## config.mk

```make
export PLATFORM = sky130hd
export DESIGN_NAME = reg_bus_xchg_flat
export DESIGN_NICKNAME = d
export VERILOG_FILES = /design/src/rtl/reg_bus_xchg_if.sv /design/src/rtl/reg_bus_xchg.sv /design/src/flat_wrapper.sv
export SDC_FILE = /design/constraint.sdc
export NUM_CORES = 1
export LEC_CHECK = 0
export ABC_AREA = 1
export CAP_MARGIN = 0
export CORE_ASPECT_RATIO = 1.2
export CORE_UTILIZATION = 58
export DETAILED_ROUTE_END_ITERATION = 10
export DONT_BUFFER_PORTS = 1
export GPL_TIMING_DRIVEN = 0
export PLACE_DENSITY = 0.86
export SLEW_MARGIN = 10
export SYNTH_ARGS = -nofsm -noshare
export SYNTH_HDL_FRONTEND = slang
export SYNTH_SLANG_ARGS = --single-unit
```

## constraint.sdc

```tcl
create_clock -name clk -period 2.35 [get_ports clk]
set_input_delay 0.235 -clock clk [delete_from_list [all_inputs] [get_ports clk]]
set_output_delay 0.235 -clock clk [all_outputs]
set_load 0.005 [all_outputs]
```

## src/rtl/reg_bus_xchg_if.sv

```systemverilog
// Handshake and bus signals of reg_bus_xchg.
// The master side issues requests; the slave side is the transfer controller.
interface reg_bus_xchg_if #(
    parameter int NREGS = 4,
    parameter int WIDTH = 8,
    localparam int IW = $clog2(NREGS)
);
    logic                   start;
    logic [1:0]             op;
    logic [IW-1:0]          sel_a;
    logic [IW-1:0]          sel_b;
    logic [WIDTH-1:0]       din;
    logic                   busy;
    logic                   done;
    logic [2:0]             state;
    logic [WIDTH-1:0]       bus;
    logic [NREGS*WIDTH-1:0] regs_flat;

    modport master (
        output start, op, sel_a, sel_b, din,
        input  busy, done, state, bus, regs_flat
    );

    modport slave (
        input  start, op, sel_a, sel_b, din,
        output busy, done, state, bus, regs_flat
    );
endinterface

```

## src/rtl/reg_bus_xchg.sv

```systemverilog
// Register bank with a single internal bus; sequences swap, rotate-up and load
// transfers, one register-to-register move per clock.
//
// state | meaning
// IDLE  | waiting for start, captures op/sel/din
// SW1   | swap: tmp <= r[a]
// SW2   | swap: r[a] <= r[b]
// SW3   | swap: r[b] <= tmp
// ROT   | rotate: tmp <= r[N-1], then r[k] <= r[k-1] down to k=1, then r[0] <= tmp
// LOAD  | r[a] <= din
// DONE  | one-cycle completion pulse
module reg_bus_xchg #(
    parameter int NREGS = 4,
    parameter int WIDTH = 8
) (
    input logic         clk,
    input logic         rst,
    reg_bus_xchg_if.slave bif
);
    localparam int IW = $clog2(NREGS);

    typedef enum logic [2:0] {
        IDLE = 3'd0,
        SW1  = 3'd1,
        SW2  = 3'd2,
        SW3  = 3'd3,
        ROT  = 3'd4,
        LOAD = 3'd5,
        DONE = 3'd6
    } state_t;

    state_t           st, st_nxt;
    logic [WIDTH-1:0] r [NREGS];
    logic [WIDTH-1:0] tmp;
    logic [IW-1:0]    a_q, b_q;
    logic [WIDTH-1:0] din_q;
    logic [IW-1:0]    k, k_nxt;
    logic             rot_first, rot_first_nxt;

    logic [WIDTH-1:0] bus_v;
    logic             bank_we, tmp_we;
    logic [IW-1:0]    bank_idx;
    logic             a_bad, b_bad;

    always_ff @(posedge clk) begin
        if (!rst) begin
            st        <= IDLE;
            tmp       <= '0;
            a_q       <= '0;
            b_q       <= '0;
            din_q     <= '0;
            k         <= '0;
            rot_first <= 1'b0;
            for (int i = 0; i < NREGS; i++) r[i] <= WIDTH'(i + 1);
        end else begin
            st        <= st_nxt;
            k         <= k_nxt;
            rot_first <= rot_first_nxt;
            if (st == IDLE && bif.start) begin
                a_q   <= bif.sel_a;
                b_q   <= bif.sel_b;
                din_q <= bif.din;
            end
            if (tmp_we)  tmp         <= bus_v;
            if (bank_we) r[bank_idx] <= bus_v;
        end
    end

    always_comb begin
        st_nxt        = st;
        k_nxt         = k;
        rot_first_nxt = rot_first;
        bus_v         = '0;
        bank_we       = 1'b0;
        tmp_we        = 1'b0;
        bank_idx      = a_q;
        a_bad         = int'(bif.sel_a) >= NREGS;
        b_bad         = int'(bif.sel_b) >= NREGS;
        case (st)
            IDLE: begin
                k_nxt         = IW'(NREGS - 1);
                rot_first_nxt = 1'b1;
                if (bif.start) begin
                    case (bif.op)
                        2'b00:   st_nxt = (a_bad || b_bad) ? DONE : SW1;
                        2'b01:   st_nxt = ROT;
                        2'b10:   st_nxt = a_bad ? DONE : LOAD;
                        default: st_nxt = DONE;
                    endcase
                end
            end
            SW1: begin
                bus_v  = r[a_q];
                tmp_we = 1'b1;
                st_nxt = SW2;
            end
            SW2: begin
                bus_v    = r[b_q];
                bank_we  = 1'b1;
                bank_idx = a_q;
                st_nxt   = SW3;
            end
            SW3: begin
                bus_v    = tmp;
                bank_we  = 1'b1;
                bank_idx = b_q;
                st_nxt   = DONE;
            end
            ROT: begin
                // first cycle parks the top register; k only starts counting after it
                if (rot_first) begin
                    bus_v         = r[NREGS-1];
                    tmp_we        = 1'b1;
                    rot_first_nxt = 1'b0;
                end else if (k == '0) begin
                    bus_v    = tmp;
                    bank_we  = 1'b1;
                    bank_idx = '0;
                    st_nxt   = DONE;
                end else begin
                    bus_v    = r[k - IW'(1)];
                    bank_we  = 1'b1;
                    bank_idx = k;
                    k_nxt    = k - IW'(1);
                end
            end
            LOAD: begin
                bus_v    = din_q;
                bank_we  = 1'b1;
                bank_idx = a_q;
                st_nxt   = DONE;
            end
            DONE:    st_nxt = IDLE;
            default: st_nxt = IDLE;
        endcase
    end

    always_comb begin
        bif.regs_flat = '0;
        for (int i = 0; i < NREGS; i++) bif.regs_flat[i*WIDTH +: WIDTH] = r[i];
    end

    assign bif.bus   = bus_v;
    assign bif.busy  = (st != IDLE);
    assign bif.done  = (st == DONE);
    assign bif.state = st;
endmodule

```

## src/flat_wrapper.sv

```systemverilog
// flat-port wrapper written by rule: the top's interface ports become plain ports
module reg_bus_xchg_flat 
#(
    parameter int NREGS = 4,
    parameter int WIDTH = 8
)
  (clk, rst, bif_start, bif_op, bif_sel_a, bif_sel_b, bif_din, bif_busy, bif_done, bif_state, bif_bus, bif_regs_flat);
  reg_bus_xchg_if #(.NREGS(NREGS), .WIDTH(WIDTH)) bif_i ();
  input logic clk;
  input logic rst;
  input wire logic [$bits(bif_i.start)-1:0] bif_start;
  input wire logic [$bits(bif_i.op)-1:0] bif_op;
  input wire logic [$bits(bif_i.sel_a)-1:0] bif_sel_a;
  input wire logic [$bits(bif_i.sel_b)-1:0] bif_sel_b;
  input wire logic [$bits(bif_i.din)-1:0] bif_din;
  output wire logic [$bits(bif_i.busy)-1:0] bif_busy;
  output wire logic [$bits(bif_i.done)-1:0] bif_done;
  output wire logic [$bits(bif_i.state)-1:0] bif_state;
  output wire logic [$bits(bif_i.bus)-1:0] bif_bus;
  output wire logic [$bits(bif_i.regs_flat)-1:0] bif_regs_flat;
  assign bif_i.start = bif_start;
  assign bif_i.op = bif_op;
  assign bif_i.sel_a = bif_sel_a;
  assign bif_i.sel_b = bif_sel_b;
  assign bif_i.din = bif_din;
  assign bif_busy = bif_i.busy;
  assign bif_done = bif_i.done;
  assign bif_state = bif_i.state;
  assign bif_bus = bif_i.bus;
  assign bif_regs_flat = bif_i.regs_flat;
  reg_bus_xchg #(.NREGS(NREGS), .WIDTH(WIDTH)) u_core (.clk(clk), .rst(rst), .bif(bif_i));
endmodule
```

# --- Word level (Yosys, flattened, before mapping) ---
# Memory sizes are Yosys's and may differ from the RTL's. A register that Yosys moved wholly into a read port is not among the register bits.
# Cells that the tools add are included.
word_totals:
  register_bits: 26
  latch_bits: 0
  mem_bits_rw: 32
  mem_bits_ro: 0
  inputBits: 17
  out_inout_bits: 45
  wordCells: 62
  mem_count: 1
mem_list:
  columns: ["name", "depth", "width", "rd", "rd_clocked_by_memory_dff", "write_ports", "line_no", "source"]
  rows:
  - ["u_core.r", 4, 8, 7, 2, 4, "reg_bus_xchg.sv:33", "logic [WIDTH-1:0] r [NREGS];"]
op_classes:
  n_addsub: 1
  mul: 0
  div_mod_pow: 0
  n_lt_le_gt_ge: 0
  n_eq_ne: 12
  shift: 0
  n_mux: 30
  n_bitwise: 0
  n_reduce_logical: 11
ops:
  columns: ["op", "n"]
  rows:
  - ["$pmux 8 s5", 1]
  - ["$mux 8", 3]
  - ["$mux 2", 9]
  - ["$pmux 3 s5", 1]
  - ["$eq 3x3->1 const B", 3]
  - ["$mux 3", 3]
  - ["$pmux 3 s3", 1]
  - ["$pmux 2 s2", 2]
  - ["$reduce_or 8->1", 1]
  - ["$mux 1", 7]
  - ["$eq 3x2->1 const B", 2]
  - ["$ne 2x2->1 const B", 3]
  - ["$pmux 1 s2", 3]
  - ["$reduce_and 3->1", 2]
  - ["$logic_not 2->1", 2]
  - ["$eq 3x1->1 const B", 1]
  - ["$logic_not 3->1", 1]
  - ["$reduce_bool 3->1", 1]
  - ["$reduce_or 3->1", 1]
  - ["$eq 2x1->1 const B", 1]
  - ["$eq 2x2->1 const B", 1]
  - ["$ne 2x1->1 const B", 1]
  - ["$reduce_bool 2->1", 1]
  - ["$reduce_or 2->1", 1]
  - ["2 further kinds", 2]

# --- Depth between registers and ports, before layout ---
depth:
  depth_word: 8
  mapped_depth: 14
  mapped_depth_nobuf: 12

# --- Worst setup path after synthesis ---
# Ideal clock, no wire load.
synth_timing:
  path_type: "register -> register"
  from: "register u_core.k[0]"
  to: "memory u_core.r[3][0], enable pin"
  setup_ns: 0.375
  t_arrival_ns: 1.979
  required_ns: 1.975
  setup_slack_ns: -0.004
  stages_incl_launch_ff: 14
  n_path_buf: 2
  synth_period_minus_slack_ns: 2.354
  cell_sequence: "dfxtp_1 > buf_2 > clkbuf_1 > inv_1 > ha_1 > inv_2 > nand3_1 > nand2_1 > nand2_1 > nand2_1 > nor2_2 > nand2_4 > clkinv_4 > a21oi_1"
synth_lines:
  columns: ["element", "line_no", "source"]
  rows:
  - ["start, declared", "reg_bus_xchg.sv:37", "logic [IW-1:0] k, k_nxt;"]
  - ["start signal, assigned", "reg_bus_xchg.sv:57", "k <= k_nxt;"]
  - ["end, declared", "reg_bus_xchg.sv:33", null]

# --- Final worst setup path ---
layout_timing:
  from: "register u_core.k[0]"
  to: "output bif_bus[5]"
layout_via:
  elab_chain_len: 5
  elab_cells_between_ends: 6
  cone_classes: "1 x add/sub; 3 x mux; 1 x reduce/logical; 1 x memory"
layout_rtl:
  columns: ["element", "line_no", "source"]
  rows:
  - ["$sub 2x1->2", "reg_bus_xchg.sv:121", "bus_v = r[k - IW'(1)];"]
  - ["$mem_v2 4x8", null, null]
  - ["$mux 8 (*)", "reg_bus_xchg.sv:115", "end else if (k == '0) begin"]
  - ["$mux 8 (*)", "reg_bus_xchg.sv:111", "if (rot_first) begin"]
  - ["$pmux 8 s5 (*)", "reg_bus_xchg.sv:79", "case (st)"]
  - ["end, declared", "flat_wrapper.sv:19", "output wire logic [$bits(bif_i.bus)-1:0] bif_bus;"]
# Every way passes the cells marked *; elsewhere a longest branch is shown, timed or not.

==> flow_metrics.py <==
metrics = {
    "status": {
        "status": "finished, final reports clean",
    },
    "layout": {
        "multi_input_area_um2": 2000,
        "syn_to_final_growth_pct": 11.0,
        "nNetsFinal": 604,
        "nFillCells": 543,
        "drive_above_1_share_pct": 15.6,
        "antenna_cells": 0,
        "seqCellArea_um2": 1560,
        "final_cells": 676,
    },
    "sta": {
        "period_needed_ns": 2.26,
        "finalSetupTns_ns": 0,
        "slew_headroom_pct": 45.8,
        "max_clock_freq_mhz": 443,
        "drv_slew": 0,
        "fin_crit_sh_pct": 96.0,
        "setup_viol": 0,
        "setup_slack_ns": 0.0932,
        "rsz0062_at_grt": "false",
        "hold_viol": 0,
        "fin_hold_ws_ns": 0.0447,
        "tightest_slew_ns": 0.813,
        "fin_skew_ns": 0.0110,
    },
    "die": {
        "core_area_um2": 6530,
        "initial_utilization_pct": 61.2,
        "design.die.area_um2": 7220,
        "dieHeight_um": 92.9,
        "rows": 32,
        "die_w_um": 77.8,
        "pin_count": 62,
    },
    "logic_synthesis": {
        "synth-compound-area-share_pct": 9.15,
        "post_synth.cell_area_avg_um2": 6.98,
        "synth_top_family_by_area": "simple AND/OR/NAND/NOR gates",
        "seq_area_frac_synth_pct": 39.1,
        "synth_warnings": 0,
        "synthSimpleGateAreaFrac_pct": 39.2,
        "synthAdderAreaFrac_pct": 0.313,
        "synth-seq-cells": 62,
        "synth_mux_area_share_pct": 0,
        "synthXorXnorAreaFrac_pct": 0,
        "yosysUniqueCellTypes": 32,
        "synth_cells": 572,
        "synth_area_um2": 3990,
        "synth.net_count": 590,
    },
    "cts": {
        "clockRootBuffer": "clkbuf_8",
        "htreeDepth": 3,
        "postCtsHoldBufs": 0,
        "cts_sinks": 62,
        "clock_latency_ns": 0.36,
        "cts_tree": "yes",
        "clockBufferDepth": 2,
        "clk_pin_slew_worst_paths_ns": 0.08,
        "numCtsBuffers": 9,
    },
    "grt": {
        "grt_usage_pct": 34.9,
        "grt_pass1_wl_mm": 18.8,
        "first_global_vias": 3846,
        "grt_max_degree": 12,
        "antenna_found_initial": 0,
        "grt_overflow": 0,
    },
    "hold_path": {
        "worstHoldEndpoint": "u_core.din_q[5]",
        "min_path_type": "primary input to flip-flop",
        "min_path_cells": 2,
        "holdCritStartpoint": "bif_din[5]",
    },
    "critical_path": {
        "crit_required_ns": 2.12,
        "cp-start-kind": "flip-flop",
        "worstRegToRegCells": 12,
        "crit_type": "flip-flop to output pin",
        "crit_arrival_ns": 2.02,
        "critPathCaptureType": "output pin",
        "r2r_slack_ns": 0.15,
        "cp_max_fo": 10,
        "worstReg2RegEnd": "u_core.r[2][4]",
        "r2r-start": "u_core.k[0]",
    },
    "pwr": {
        "p_int_mw": 2.99,
        "p_total_mw": 5.81,
        "power.share.switching_pct": 48.4,
        "seq_power_share_pct": 28.8,
        "clock_power_share_pct": 16.8,
        "leakage_nw": 2.14,
        "peakVddDrop_v": 0.000975,
        "power_switching_mw": 2.81,
        "power.density_nw_per_um2": 1310,
        "pwr-share-comb_pct": 54.4,
    },
    "routing": {
        "ant_nets": 0,
        "first_pass_iters": 5,
        "via_per_inst": 5.93,
        "drt-initial-drc-count": 483,
        "drc_errors": 0,
        "vias": 4012,
        "avgRoutedWirePerCell_um": 17.7,
        "wl_mm": 11.9,
    },
    "placement": {
        "place_congestion": 0.978,
        "io_buffers": 0,
        "dp_hpwl_mm": 8.37,
        "post-place-ws_ns": -0.461,
        "placed_cells": 657,
    },
    "job": {
        "max_cap_viol_count": 0,
    },
}
## per-layer routing
| metal | vias to the layer above | wire [µm] | track usage (%) |
|---|---|---|---|
| met5 | - | 0 | 0 |
| met2 | 272 | 5480 | 55.5 |
| met4 | 0 | 711 | 25.6 |
| met1 | 1798 | 4510 | 40.6 |
| li1 | 1874 | - | - |
| met3 | 68 | 1230 | 8.37 |
## sequential cells by signal, indices dropped and copies added (netlist names), named ones only
register and cells:
u_core.r 32, u_core.din_q 8, u_core.tmp 8, u_core.bif.state 3, u_core.a_q 2, u_core.b_q 2
u_core.k 2, u_core.rot_first 1
## timing repair
item,in CTS,in global routing
endpoints found under the setup margin,83,41
pin swaps,0,3
setup buffers,0,3
resized for setup,16,11
## critical path: stages, from the launching register on
cell       delay, ns
dfxtp_2         0.33
buf_6           0.10
clkbuf_16       0.15
inv_2           0.05
ha_1            0.28
buf_6           0.14
buf_6           0.17
o211ai_1        0.13
nand3_1         0.11
nand2_1         0.07
nand2_1         0.13
## cell usage in the layout (no fill, tap or decap), types with 2 or more instances in the layout
master and n:
inv_2 5, nand3_4 4, a211oi_1 2, clkbuf_1 3, clkbuf_8 10, nand3_1 64
nor2_1 60, nand2_1 154, buf_4 7, edfxtp_1 32, buf_6 8, dfxtp_1 29
a21oi_1 28, nand2_2 11, nor2_4 3, inv_4 2, nand4_1 18, nor3_1 3
nor2_2 6, buf_2 11, inv_1 71, clkinvlp_4 3, o211ai_1 8, nand3_2 2
nand2_4 8, o21ai_0 24
## area by class of cell
type	instances	area share, %
inverter	80	7.11
clock buffer	10	3.10
multi-input combinational	402	45.0
sequential	62	35.2
timing repair buffer	3	0.790
clock inverter	6	1.38
tap	85	2.40
buffer	28	4.94
## synthesized netlist by cell type, drive strengths merged
master | count | area share (%)
o211ai | 8 | 1.5
a211oi | 2 | 0.38
nor3 | 4 | 0.78
edfxtp | 32 | 24
o21ai | 25 | 3.1
ha | 1 | 0.31
clkbuf | 4 | 0.38
nor2 | 69 | 7.4
nand4 | 18 | 2.8
clkinv | 1 | 0.22
nand3 | 70 | 10
a21oi | 30 | 3.9
inv | 79 | 7.6
buf | 24 | 4.0
a21boi | 1 | 0.28
dfxtp | 30 | 15
nand2 | 174 | 18
## metrics by stage
stage	utilization, %	instance area (µm²)
global placement	62.9	4100
floorplan	-	4000
CTS	66.8	4360
finish	67.9	4430
global route	67.9	4430
detailed placement	62.9	4100
## power by group through the flow
| stage | sequential, mW | combinational, mW | clock, mW |
|---|---|---|---|
| 6_report | 1.67 | 3.16 | 0.978 |
| 5_1_grt | 1.70 | 3.45 | 1.00 |
| 4_1_cts | 1.67 | 2.98 | 0.967 |
| 3_5_place_dp | 1.69 | 2.84 | 0 |
| 3_3_place_gp | 1.68 | 2.79 | 0 |
| 2_1_floorplan | 1.62 | 2.18 | 0 |
## worst max path at each step
stage,cells after the start,slack (ns),end,startpoint
after floorplan,13,0.20,u_core.r[3][0],u_core.k[0]
after global placement,14,-0.44,u_core.r[0][2],u_core.k[0]
after detailed placement,14,-0.46,u_core.r[0][2],u_core.k[0]
after CTS,11,0.002,bif_bus[2],u_core.k[0]
after global routing,11,0.01,bif_bus[2],u_core.k[0]
final,10,0.09,bif_bus[5],u_core.k[0]
## cell families (layout without fill, tap and decap cells)
family / count (synthesis) / in the layout
adders and majority gates: 1 / 1
and+or+nand+nor: 335 / 335
DFF: 62 / 62
buffers and inverters: 108 / 127
AOI/OAI and AO/OA: 66 / 66
No activity file was read; power rests on OpenSTA's default activity.
